--- config.mk ---
export PLATFORM = sky130hd
export DESIGN_NAME = rotl_pipe
export DESIGN_NICKNAME = d
export VERILOG_FILES = /design/src/rtl/rotl_pipe.sv
export SDC_FILE = /design/constraint.sdc
export NUM_CORES = 1
export LEC_CHECK = 0
export ABC_AREA = 1
export CELL_PAD_IN_SITES_DETAIL_PLACEMENT = 0
export CELL_PAD_IN_SITES_GLOBAL_PLACEMENT = 1
export CORE_ASPECT_RATIO = 1.1
export CORE_MARGIN = 2
export CORE_UTILIZATION = 38
export DETAILED_ROUTE_END_ITERATION = 10
export GPL_ROUTABILITY_DRIVEN = 0
export PLACE_DENSITY_LB_ADDON = 0.12
export RECOVER_POWER = 100
export REMOVE_ABC_BUFFERS = 1
export SYNTH_ARGS = -nofsm -noshare
export SYNTH_HDL_FRONTEND = slang
export SYNTH_SLANG_ARGS = --single-unit
--- constraint.sdc ---
create_clock -name i_clk -period 2.4 [get_ports i_clk]
set_input_delay 0.72 -clock i_clk [delete_from_list [all_inputs] [get_ports i_clk]]
set_output_delay 0.72 -clock i_clk [all_outputs]
set_load 0.02 [all_outputs]
--- src/rtl/rotl_pipe.sv ---
// rtl/rotl_pipe.sv - 8-bit left-rotate barrel shifter, three-stage valid/ready pipeline.
module rotl_pipe (
  input  logic       i_clk,
  input  logic       i_rst_n,
  input  logic       i_valid,
  output logic       o_ready,
  input  logic [7:0] i_data,
  input  logic [2:0] i_shift_amt,
  output logic       o_valid,
  input  logic       i_ready,
  output logic [7:0] o_shift_data,
  output logic       o_busy
);

  logic       r_s1_valid, r_s2_valid, r_s3_valid;
  logic [7:0] r_s1_data, r_s2_data, r_s3_data;
  logic [1:0] r_s1_amt;
  logic       r_s2_amt;

  logic       w_s1_load, w_s2_load, w_s3_load;
  logic       w_in_fire;
  logic [7:0] w_s1_rot, w_s2_rot, w_s3_rot;

  // A stage loads when empty or when its current entry moves on this cycle.
  assign w_s3_load = !r_s3_valid || i_ready;
  assign w_s2_load = !r_s2_valid || w_s3_load;
  assign w_s1_load = !r_s1_valid || w_s2_load;

  assign o_ready   = i_rst_n && w_s1_load;
  assign w_in_fire = i_valid && o_ready;

  assign w_s1_rot = i_shift_amt[0] ? {i_data[6:0], i_data[7]}       : i_data;
  assign w_s2_rot = r_s1_amt[0]    ? {r_s1_data[5:0], r_s1_data[7:6]} : r_s1_data;
  assign w_s3_rot = r_s2_amt       ? {r_s2_data[3:0], r_s2_data[7:4]} : r_s2_data;

  always_ff @(posedge i_clk) begin
    if (!i_rst_n) begin
      r_s1_valid <= 1'b0;
      r_s2_valid <= 1'b0;
      r_s3_valid <= 1'b0;
      r_s1_data  <= 8'h00;
      r_s2_data  <= 8'h00;
      r_s3_data  <= 8'h00;
      r_s1_amt   <= 2'b00;
      r_s2_amt   <= 1'b0;
    end else begin
      if (w_s1_load) begin
        r_s1_valid <= w_in_fire;
      end
      // Data registers only move with a real entry, so idle inputs never disturb them.
      if (w_s1_load && w_in_fire) begin
        r_s1_data <= w_s1_rot;
        r_s1_amt  <= i_shift_amt[2:1];
      end
      if (w_s2_load) begin
        r_s2_valid <= r_s1_valid;
      end
      if (w_s2_load && r_s1_valid) begin
        r_s2_data <= w_s2_rot;
        r_s2_amt  <= r_s1_amt[1];
      end
      if (w_s3_load) begin
        r_s3_valid <= r_s2_valid;
      end
      if (w_s3_load && r_s2_valid) begin
        r_s3_data <= w_s3_rot;
      end
    end
  end

  assign o_valid      = r_s3_valid;
  assign o_shift_data = r_s3_data;
  assign o_busy       = r_s1_valid || r_s2_valid || r_s3_valid;

endmodule

==> impl_metrics.tcl, run 1 <==
set metrics [dict create \
    status "complete, no violations" \
    ios 26 \
    grt_pass1_vias 1086 \
    rsz0062_at_grt "false" \
    overflow 0 \
    drive_gt1_frac 0.05085 \
    cts_buffer_depth 2 \
    grt_pass1_wl_um 4498 \
    met2_length_um 1235 \
    wl_met1_um 1090 \
    crit_required_ns 1.68 \
    fp.dieW_um 62.16 \
    hp-start "o_shift_data[1]" \
    wl_per_cell_um 8.720 \
    path_class "input port to primary output" \
    synthTopCellsByCount "nand2_1 (62), dfxtp_1 (30), inv_1 (29), o21ai_0 (25), a21oi_1 (20)" \
    synth_top_area_share 0.4248 \
    fin_nets 250 \
    hold_viol 0 \
    firstDrtPassIters 4 \
    core-area_um2 3597 \
    synth.distinct_cells 16 \
    dieArea_um2 4225 \
    synth_ff_type "dfxtp_1" \
    cts_setup_buffers 0 \
    cts-root-buf "clkbuf_8" \
    grt_max_degree 21 \
    num_rows 23 \
    syn-instance-count 210 \
    cts_tree "done" \
    hp-class "flop to flop" \
    ant_nets 0 \
    crit_path_end_kind "primary output" \
    fmax_mhz 429.5 \
    synth.yosys.seq_area_share 0.4248 \
    yosysTopAreaCell "dfxtp_1" \
    fp.dieH_um 67.98 \
    wl_met3_um 113 \
    cts_sinks 30 \
    synth_edf_count 0 \
    worst_pin_slew_ns 0.6654 \
    cp_data_arrival_time_ns 1.61 \
    area_growth_pct 24.34 \
    async_reset_ff_frac 0 \
    p_leak_nw 0.7852 \
    cts_buffers 5 \
    clkTransAtPathRegs_ns 0.06 \
    finalMaxSlewViolations 0 \
    avgViaCountPerCell 4.392 \
    cap_violations 0 \
    yosysWarnings 0 \
    hpwlAfterDp_um 1918 \
    period_needed_ns 2.328 \
    routed.top_layer "met4" \
    start_util 0.3930 \
    ys_top_cells_by_area "dfxtp_1 (42%), nand2_1 (16%), o21ai_0 (8.8%)" \
    drc 0 \
    clkLatencyLatePin_ns 0.27 \
    r2r-start "o_valid" \
    yosysMostFrequentCell "nand2_1" \
    htreeDepth 2 \
    fin_area_um2 1758 \
    netlist_area_um2 1414 \
    drt_iter0_markers 36 \
    p_per_area_nw_per_um2 635.5 \
    dpl_cell_area_um2 1679 \
    cp-start-kind "input port" \
    fin_crit_sh 0.9700 \
    fin_worst_skew_ns 0.003309 \
    ctsHoldBuffers 0 \
    routed_wl_um 2494 \
    port_buffers 25 \
    final-setup-viol-count 0 \
    ir_drop_v 0.0002433 \
    tns_ns 0 \
    maxSlewHeadroom 0.5552 \
    antenna_cells 0 \
    antenna_found_initial 0 \
    syn_area_per_cell_um2 6.733 \
    grt_util_all_layers 0.1390 \
    worstPathMaxFanout 3 \
    ys_ff_latch 30 \
    critical_path.startpoint "i_ready" \
    vias 1256 \
]
## layout make-up
class | instances | area (um2)
inverters | 29 | 108.9
flip-flops and latches | 30 | 600.6
repair buffers | 28 | 264.0
well taps | 50 | 62.56
multi-input cells | 141 | 611.8
clock buffers | 8 | 110.1
fillers | 383 | 1839
## logic make-up after synthesis
| kind of cell | synth area share |
|---|---|
| and+or+nand+nor | 0.2646 |
| DFF | 0.4248 |
| buffers and inverters | 0.1265 |
| AOI/OAI and AO/OA | 0.1841 |
## where the power goes
group,leakage (nW),internal (W),switching (W)
Clock,0.0575,0.000289,0.000177
Sequential,0.245,0.000520,0.0000156
Combinational,0.483,0.0000517,0.0000642
## cells in the final DEF, fill, tap and decap left out, drive strengths merged
cell / count
inv: 29
nand2: 64
o21ai: 32
clkdlybuf4s50: 13
buf: 3
dfxtp: 30
nand4: 1
nor2: 17
nand3: 7
dlygate4sd3: 11
clkbuf: 9
a21oi: 20
## critical path, stage by stage
cell and delay (ns):
clkdlybuf4s50_1 0.45, inv_1 0.05, nand4_2 0.07, nand2_1 0.06
inv_1 0.08, clkbuf_2 0.17
## worst paths after layout
path / end / slack (ns) / depth (start not counted)
setup / recovery: o_ready / 0.07 / 6
hold / removal: o_shift_data[1] / 0.46 / 2
setup reg to reg: r_s1_data[0] / 0.90 / 6
hold reg to reg: o_shift_data[1] / 0.46 / 2
## layer usage
| metal | up-vias | track usage |
|---|---|---|
| met5 | - | 0 |
| met4 | 0 | 0.06667 |
| met3 | 6 | 0.04934 |
| met2 | 24 | 0.2690 |
| met1 | 520 | 0.1350 |
| li1 | 706 | - |
## through the flow
stage	cells	hold WS (ns)	worst slack, ns	utilization	power [W]
2_1_floorplan	200	0.4383	0.5508	-	0.0006109
3_5_place_dp	278	0.4531	-0.3698	0.4668	0.0006690
5_1_grt	286	0.4800	0.02257	0.4887	0.001184
4_1_cts	286	0.4629	0.06589	0.4960	0.001138
3_3_place_gp	278	0.4502	-0.3510	0.4668	0.0006659
6_report	286	0.4585	0.07196	0.4887	0.001117
## flip-flops by register name, summed over array words and instances (netlist names)
register and flops:
o_shift_data 8, r_s1_data 8, r_s1_amt 2, r_s2_valid 1, o_valid 1, r_s2_data 8, r_s2_amt 1, r_s1_valid 1
## repair_timing
item	in CTS	in global routing
hold endpoints to repair	0	0
resized for setup	4	0
setup endpoints to repair	1	0
Power figures use the tool's default switching activity.
==> run 2: changes to the inputs <==
- CAP_MARGIN: unset -> 20
- CTS_CLUSTER_DIAMETER: unset -> 30
==> results of run 2 <==
No change in the layout: final DEF, timing and power equal those of run 1.
